===== config.mk =====
export PLATFORM = sky130hd
export DESIGN_NAME = morse_number_transmitter
export DESIGN_NICKNAME = d
export VERILOG_FILES = /design/src/rtl/morse_number_transmitter.sv
export SDC_FILE = /design/constraint.sdc
export NUM_CORES = 1
export LEC_CHECK = 0
export BUFFER_PORTS_ARGS = -buffer_cell sky130_fd_sc_hd__buf_4
export CORE_UTILIZATION = 40
export DETAILED_ROUTE_END_ITERATION = 16
export HOLD_SLACK_MARGIN = 0.08
export SLEW_MARGIN = 25
export SYNTH_ARGS = -nofsm -noshare
export SYNTH_HDL_FRONTEND = slang
export SYNTH_SLANG_ARGS = --single-unit

===== constraint.sdc =====
create_clock -name clk -period 4.98 [get_ports clk]
set_clock_uncertainty 0.1 [all_clocks]
set_input_delay 0.747 -clock clk [delete_from_list [all_inputs] [get_ports clk]]
set_output_delay 0.747 -clock clk [all_outputs]
set_load 0.01 [all_outputs]

===== src/rtl/morse_number_transmitter.sv =====
`default_nettype none
// +--------------------------------------------------------------------------+
// | Module      : morse_number_transmitter                                   |
// | Description : Keys a 4-bit number out as one or two five-element Morse   |
// |               digits with dot = 1 unit, dash = 3 units, 1-unit element   |
// |               gaps and a 3-unit gap between the two digits.              |
// | Revision    : 1.0 - initial release                                      |
// +--------------------------------------------------------------------------+
module morse_number_transmitter #(
    parameter int UNIT_CYCLES = 25000000
) (
    input  logic       clk,
    input  logic       rst_n,
    input  logic       start,
    input  logic [3:0] number,
    output logic       morse_out,
    output logic       busy,
    output logic       done
);

    // Counter must reach 3*UNIT_CYCLES-1 (dash or inter-digit gap) without wrapping.
    localparam int C_CNT_W = (3 * UNIT_CYCLES > 1) ? $clog2(3 * UNIT_CYCLES) : 1;
    localparam logic [C_CNT_W-1:0] C_ONE_LIM   = C_CNT_W'(UNIT_CYCLES - 1);
    localparam logic [C_CNT_W-1:0] C_THREE_LIM = C_CNT_W'(3 * UNIT_CYCLES - 1);

    localparam logic [2:0] C_IDLE     = 3'd0;
    localparam logic [2:0] C_ON       = 3'd1;
    localparam logic [2:0] C_SYM_GAP  = 3'd2;
    localparam logic [2:0] C_CHAR_GAP = 3'd3;
    localparam logic [2:0] C_DONE     = 3'd4;

    logic [2:0]         r_state;
    logic [3:0]         r_number;
    logic [2:0]         r_elem;
    logic               r_digit_idx;
    logic [C_CNT_W-1:0] r_cnt;
    logic               r_morse_out;
    logic               r_busy;
    logic               r_done;

    logic [2:0]         w_state_nxt;
    logic [3:0]         w_number_nxt;
    logic [2:0]         w_elem_nxt;
    logic               w_digit_idx_nxt;
    logic [C_CNT_W-1:0] w_cnt_nxt;
    logic               w_two_digit;
    logic [3:0]         w_digit;
    logic               w_dash;
    logic [C_CNT_W-1:0] w_limit;
    logic               w_last;

    // Decode the digit currently being sent and whether this element is a dash.
    always_comb begin
        w_two_digit = (r_number >= 4'd10) && (r_number <= 4'd14);
        w_digit     = r_number;
        if (r_number == 4'd15) begin
            w_digit = 4'd0;
        end else if (w_two_digit) begin
            w_digit = r_digit_idx ? (r_number - 4'd10) : 4'd1;
        end
        w_dash = 1'b1;
        if (w_digit == 4'd0) begin
            w_dash = 1'b1;
        end else if (w_digit <= 4'd5) begin
            w_dash = ({1'b0, r_elem} >= w_digit);
        end else begin
            w_dash = ({1'b0, r_elem} < (w_digit - 4'd5));
        end
        // Period length of the current state minus one, in clocks.
        w_limit = C_ONE_LIM;
        if (((r_state == C_ON) && w_dash) || (r_state == C_CHAR_GAP)) begin
            w_limit = C_THREE_LIM;
        end
        w_last = (r_cnt == w_limit);
    end

    // Next-state logic: sequences elements, gaps and digits of the latched number.
    always_comb begin
        w_state_nxt     = r_state;
        w_number_nxt    = r_number;
        w_elem_nxt      = r_elem;
        w_digit_idx_nxt = r_digit_idx;
        w_cnt_nxt       = r_cnt + C_CNT_W'(1);
        case (r_state)
            C_IDLE: begin
                w_cnt_nxt = '0;
                if (start) begin
                    w_state_nxt     = C_ON;
                    w_number_nxt    = number;
                    w_elem_nxt      = 3'd0;
                    w_digit_idx_nxt = 1'b0;
                end
            end
            C_ON: begin
                if (w_last) begin
                    w_cnt_nxt = '0;
                    if (r_elem < 3'd4) begin
                        w_state_nxt = C_SYM_GAP;
                    end else if (w_two_digit && !r_digit_idx) begin
                        w_state_nxt = C_CHAR_GAP;
                    end else begin
                        w_state_nxt = C_DONE;
                    end
                end
            end
            C_SYM_GAP: begin
                if (w_last) begin
                    w_cnt_nxt   = '0;
                    w_state_nxt = C_ON;
                    w_elem_nxt  = r_elem + 3'd1;
                end
            end
            C_CHAR_GAP: begin
                if (w_last) begin
                    w_cnt_nxt       = '0;
                    w_state_nxt     = C_ON;
                    w_elem_nxt      = 3'd0;
                    w_digit_idx_nxt = 1'b1;
                end
            end
            C_DONE: begin
                // Start is deliberately not sampled here; the first IDLE cycle takes it.
                w_cnt_nxt   = '0;
                w_state_nxt = C_IDLE;
            end
            default: begin
                w_cnt_nxt   = '0;
                w_state_nxt = C_IDLE;
            end
        endcase
    end

    // State, counters and registered outputs; outputs follow the next state so
    // they are glitch-free flops aligned with the state they describe.
    always_ff @(posedge clk or negedge rst_n) begin
        if (!rst_n) begin
            r_state     <= C_IDLE;
            r_number    <= 4'd0;
            r_elem      <= 3'd0;
            r_digit_idx <= 1'b0;
            r_cnt       <= '0;
            r_morse_out <= 1'b0;
            r_busy      <= 1'b0;
            r_done      <= 1'b0;
        end else begin
            r_state     <= w_state_nxt;
            r_number    <= w_number_nxt;
            r_elem      <= w_elem_nxt;
            r_digit_idx <= w_digit_idx_nxt;
            r_cnt       <= w_cnt_nxt;
            r_morse_out <= (w_state_nxt == C_ON);
            r_busy      <= (w_state_nxt == C_ON) || (w_state_nxt == C_SYM_GAP) ||
                           (w_state_nxt == C_CHAR_GAP);
            r_done      <= (w_state_nxt == C_DONE);
        end
    end

    assign morse_out = r_morse_out;
    assign busy      = r_busy;
    assign done      = r_done;

endmodule
`default_nettype wire


==> flow_summary.yaml, run 1 <==
clock_network:
  cts-resized-gates: 0
  clockBufferDepth: 2
  cts_tree: "yes"
  clkTransAtPathRegs_ps: 80
  cts_buffers: 5
  hold_buffers: 0
  htree_num_levels: 2
  clkLatencyLatePin_ps: 290
  root_buffer: "clkbuf_8"
  cts.sink_count: 41
  post-cts-setup-buffers: 0
setup_path:
  start_kind: "register"
  r2r_setup_slack_ps: 990
  path_class: "reg2reg"
  cp_data_arrival_time_ps: 4110
  reg2reg_to: "morse_out"
  worstPathMaxFanout: 11
  r2r_cells: 18
  end_kind: "register"
  critPathRequiredTime_ps: 5100
  r2r_start: "r_number[2]"
global_route:
  grt_antenna_before_repair: 0
  grt_pass1_vias: 1740
  grt_first_pass_wirelength_um: 8390
  grt.total_usage_pct: 16.5
  grt_max_degree: 42
  grt-ovfl-total: 0
placement:
  hpwl_um: 3440
  place_ws_ps: 1010
  routabilityCongestion: 0.791
  io_buffers: 9
run:
  cap_viol_max_count: 0
power:
  power_density_nw_per_um2: 298
  p_leak_uw: 0.00120
  ir_worst_vdd_v: 0.000148
timing:
  slew_headroom_pct: 61.1
  finalSetupViolCount: 0
  hold_violations: 0
  final-max-slew-violation-count: 0
  setup_tns_ps: 0
  timing.final.ws_setup_ps: 993
  period_minus_slack_ps: 3990
  post-route-period-util_pct: 80.1
  rsz0062_at_grt: "no"
  max_freq_ghz: 0.251
  worst_slew_pin_slew_ps: 583
  hold_slack_ps: 331
route:
  final_antenna_net_count: 0
  routedWlPerCell_um: 13.6
  drt_iter0_drc: 93
  route.vias.total: 1872
  route.detailed.drc: 0
  viasPerCell: 5.29
  dr.pass1.iters: 4
  routed_wl_um: 4830
die:
  rows: 28
  dieArea_um2: 6520
  io_pins: 10
  coreArea_um2: 5960
  die_h_um: 80.7
  die_x_um: 80.7
  start_util_pct: 41.6
synthesis:
  yosysWarningCount: 0
  yosysTopAreaCellShare_pct: 41.4
  yosys.area.top_type: "dfrtp_1"
  synthXorXnorAreaFrac_pct: 9.19
  synth_area_leaders: "dfrtp_1 41%, nor2_1 7.3%, ha_1 6.1%"
  yosys.area_share.simple_pct: 28.2
  synth.distinct_cells: 46
  async_flop_share_pct: 100
  syn_avg_cell_area_um2: 9.11
  syn_area_um2: 2480
  synth_edf_count: 0
  synth_nets: 291
  synth_top_family_by_area: "simple AND/OR/NAND/NOR gates"
  syn_inst: 272
  ys.flop_type: "dfrtp_1"
  synth_mux_area_share_pct: 2.12
  synth_seq_area_share_pct: 41.4
  synth_compound_area_share_pct: 9.34
  synth_fa_ha_area_share_pct: 6.06
  ys_seq_elements: 41
cells_and_area:
  area_delta_synth_final_pct: 7.37
  layout-drive-gt1-share_pct: 7.53
  nNetsFinal: 297
  diodes: 0
status:
  run_status: "completed"
min_path:
  hp-class: "in2async"
cell usage in the layout, fill, tap and decap left out, types with 2 or more instances in the layout:
| cell | instances |
|---|---|
| and3_1 | 8 |
| xnor2_1 | 13 |
| xor2_1 | 13 |
| nor2b_1 | 2 |
| o21ai_2 | 2 |
| inv_1 | 7 |
| clkbuf_8 | 5 |
| a31oi_1 | 3 |
| nand4_1 | 6 |
| o211ai_1 | 3 |
| nand3b_1 | 6 |
| nand2b_1 | 6 |
| dfrtp_1 | 41 |
| nor3_1 | 9 |
| clkbuf_1 | 3 |
| a211o_1 | 2 |
| ha_1 | 12 |
| nand2_1 | 24 |
| and4_1 | 2 |
| a21oi_1 | 4 |
| buf_4 | 10 |
| o21ai_0 | 8 |
| nor4b_1 | 3 |
| or4_1 | 2 |
| nor4_1 | 3 |
| mux2i_1 | 3 |
| nand3_1 | 14 |
| o21ai_1 | 2 |
| nor2_1 | 48 |
synthesized netlist by cell type, drive strengths merged (7+ instances only):
cell	number
nand2	25
nor3	9
o21ai	12
inv	7
and3	8
ha	12
xnor2	13
dfrtp	41
nand3	14
xor2	13
nor2	48
registers in the layout, indices dropped and copies added, names as in the netlist:
register,flops
r_elem,3
r_state,3
r_cnt,27
r_number,4
morse_out,1
busy,1
done,1
r_digit_idx,1
per-stage QoR:
| stage | std cells | util (%) | area, um^2 | power, uW |
|---|---|---|---|---|
| 6_report | 354 | 44.7 | 2660 | 793 |
| 5_1_grt | 354 | 44.7 | 2660 | 848 |
| 4_1_cts | 354 | 44.7 | 2660 | 802 |
| 3_5_place_dp | 346 | 43.3 | 2580 | 586 |
| 3_3_place_gp | 346 | 43.3 | 2580 | 582 |
| 2_1_floorplan | 272 | - | 2480 | 542 |
power breakdown:
group	leakage (uW)	internal (uW)	switching (uW)	total [uW]
clock network	0.0000395	99.8	113	212
logic	0.000631	80.3	85.9	166
registers	0.000531	367	47.2	414
per-layer routing:
| metal | GRT usage, % | vias to the layer above | wire [um] |
|---|---|---|---|
| li1 | - | 963 | - |
| met1 | 23.6 | 883 | 2460 |
| met2 | 25.7 | 22 | 2220 |
| met3 | 3.52 | 4 | 130 |
| met4 | 3.21 | 0 | 24 |
| met5 | 0 | - | 0 |
logic make-up after synthesis:
family	Yosys count
buf+inv	18
compound gates	32
xor+xnor	26
simple gates	138
flops	41
fa+ha+maj	12
mux	5
worst max-delay path by stage:
stage	start	endpoint	slack [ps]	depth (start not counted)
CTS	r_number[2]	morse_out	990	18
global route	r_number[2]	done	630	17
global placement	r_number[2]	morse_out	1120	18
detailed placement	r_number[2]	morse_out	1010	18
floorplan	r_number[2]	r_cnt[6]	1350	19
finish	r_number[2]	morse_out	990	18
worst max-delay path: stages, from the launching register on:
cell and delay, ps:
dfrtp_1 480, inv_1 110, ha_1 200, or2_1 220, nor2_1 80, nor2_1 40
o21ai_0 270, ha_1 260, xnor2_1 130, ha_1 260, a21oi_1 150, nand2_1 100
o211a_1 120, a2111o_1 390, o311ai_2 110, mux2i_1 220, buf_4 230, mux2_1 340
nor2_1 80
final cells by class:
type | count | area [um^2]
Sequential cell | 41 | 1030
Fill cell | 599 | 3290
Timing Repair Buffer | 10 | 75.1
Inverter | 7 | 26.3
Clock buffer | 8 | 80.1
Multi-Input combinational cell | 213 | 1360
Tap cell | 75 | 93.8
Note: power is estimated with default switching activity, not from simulation.
==> run 2, diff against run 1 <==
==> constraint.sdc (replaced) <==
create_clock -name clk -period 3.68 [get_ports clk]
set_clock_uncertainty 0.1 [all_clocks]
set_input_delay 0.552 -clock clk [delete_from_list [all_inputs] [get_ports clk]]
set_output_delay 0.552 -clock clk [all_outputs]
set_load 0.01 [all_outputs]
==> flow_summary.yaml, run 2 (synthesis results as in run 1) <==
status:
  run_status: "completed"
clock_network:
  clkTransAtPathRegs_ps: 90
  root_buffer: "clkbuf_8"
  cts_buffers: 5
  clkLatencyLatePin_ps: 300
  cts_tree: "yes"
  cts.sink_count: 41
  htree_num_levels: 2
  clockBufferDepth: 2
  hold_buffers: 0
cells_and_area:
  nNetsFinal: 312
  fin_cells: 369
  most-common-layout-cells: "41 x dfrtp_1, 37 x nor2_1, 23 x nand2_1"
  fillers: 589
  final_common_cell: "dfrtp_1"
  largest_reg_flops: 27
  layout-drive-gt1-share_pct: 20.7
  top_register: "r_cnt"
  diodes: 0
  area_delta_synth_final_pct: 16.9
  reg_top3: "r_cnt (27), r_number (4)"
route:
  route.vias.total: 1997
  wl_met2_um: 2540
  routed.top_layer: "met4"
  drt_iter0_drc: 67
  viasPerCell: 5.41
  met3_length_um: 144
  route.detailed.drc: 0
  met1_length_um: 2620
  routed_wl_um: 5380
  dr.pass1.iters: 4
  routedWlPerCell_um: 14.6
  final_antenna_net_count: 0
power:
  clkPwrFrac_pct: 26.0
  internal-power_uw: 780
  ir_worst_vdd_v: 0.000192
  comb_power_share_pct: 26.0
  p_leak_uw: 0.00130
  pwr-share-seq_pct: 48.0
  swShare_pct: 32.6
  power_density_nw_per_um2: 399
  switchingPower_uw: 377
  power_uw: 1160
timing:
  period_minus_slack_ps: 3640
  hold_violations: 0
  slew_headroom_pct: 61.3
  finalSetupViolCount: 0
  max_freq_ghz: 0.274
  final-max-slew-violation-count: 0
  post-route-period-util_pct: 99.0
  rsz0062_at_grt: "yes"
  timing.final.ws_setup_ps: 36.7
  hold_slack_ps: 129
  worst_slew_pin_slew_ps: 579
global_route:
  grt_first_pass_wirelength_um: 8910
  grt_antenna_before_repair: 0
  grt_max_degree: 42
  grt.total_usage_pct: 17.9
  grt_pass1_vias: 1877
  grt-ovfl-total: 0
placement:
  hpwl_um: 3470
  place_inst: 351
  io_buffers: 9
  routabilityCongestion: 0.826
  place_ws_ps: -6.23
setup_path:
  r2r_setup_slack_ps: 40
  critPathRequiredTime_ps: 3800
  path_class: "reg2reg"
  r2r_start: "r_number[1]"
  start_kind: "register"
  worstSetupStartpoint: "r_number[1]"
  end_kind: "register"
  reg2reg_to: "r_cnt[7]"
  r2r_cells: 18
  worstPathMaxFanout: 13
  crit_end: "r_cnt[7]"
  cp_data_arrival_time_ps: 3760
die:
  io_pins: 10
  rows: 28
  coreArea_um2: 5960
  start_util_pct: 41.6
  dieArea_um2: 6520
  die_h_um: 80.7
  die_x_um: 80.7
min_path:
  hp-class: "in2async"
run:
  cap_viol_max_count: 0
[run 2: area by class of cell]
| type | count | area (um^2) | share of cell area [%] |
|---|---|---|---|
| clock buffers | 5 | 68.8 | 2.37 |
| repair buffers | 24 | 196 | 6.78 |
| flip-flops and latches | 41 | 1030 | 35.4 |
| inverters | 7 | 26.3 | 0.907 |
| clock inverters | 3 | 17.5 | 0.604 |
| multi-input cells | 214 | 1470 | 50.7 |
| well taps | 75 | 93.8 | 3.24 |
[run 2: power by group through the flow]
stage,sequential [uW],combinational [uW],clock [uW]
2_1_floorplan,539,195,0
5_1_grt,565,339,322
4_1_cts,553,243,308
3_5_place_dp,560,240,0
6_report,555,301,301
3_3_place_gp,562,237,0
[run 2: routing by layer]
layer / global-route usage, % / vias up
met1: 24.6 / 975
met5: 0 / -
met4: 6.96 / 0
met2: 27.3 / 27
li1: - / 988
met3: 3.75 / 7
[run 2: critical path, stage by stage (launching register included)]
cell and delay (ps):
dfrtp_1 420, ha_4 170, or2_1 230, nor2_2 100, nor2_1 50, o21ai_1 170
ha_2 250, xnor2_2 70, ha_1 320, a21oi_2 150, nand2_2 80, o211a_1 110
a2111o_1 430, o311ai_4 100, mux2i_1 220, buf_4 180, buf_12 140, nand2_8 100
nor2_1 170
[run 2: how the worst min path moves through the flow]
stage	startpoint	end	cells after the start	slack [ps]
2_1_floorplan	rst_n	busy	0	160
3_5_place_dp	r_cnt[0]	r_cnt[0]	1	400
3_3_place_gp	r_cnt[0]	r_cnt[0]	1	380
4_1_cts	rst_n	r_number[2]	1	150
5_1_grt	rst_n	r_cnt[0]	1	180
6_report	rst_n	r_cnt[18]	1	130
[run 2: metrics by stage]
step / utilization (%) / instance area [um^2] / TNS (ps)
after floorplan: - / 2480 / 0
after global placement: 44.2 / 2630 / -59.7
after detailed placement: 44.2 / 2630 / -6.23
after CTS: 45.8 / 2730 / 0
after global routing: 48.7 / 2900 / -4890
final: 48.7 / 2900 / 0
[run 2: repair_timing]
item                                    CTS  global route
pin swaps                                 0            12
endpoints found under the setup margin    4            36
buffers inserted                          1             8
cloned                                    0             1
hold endpoints to repair                  0             0
resized for setup                         2            26
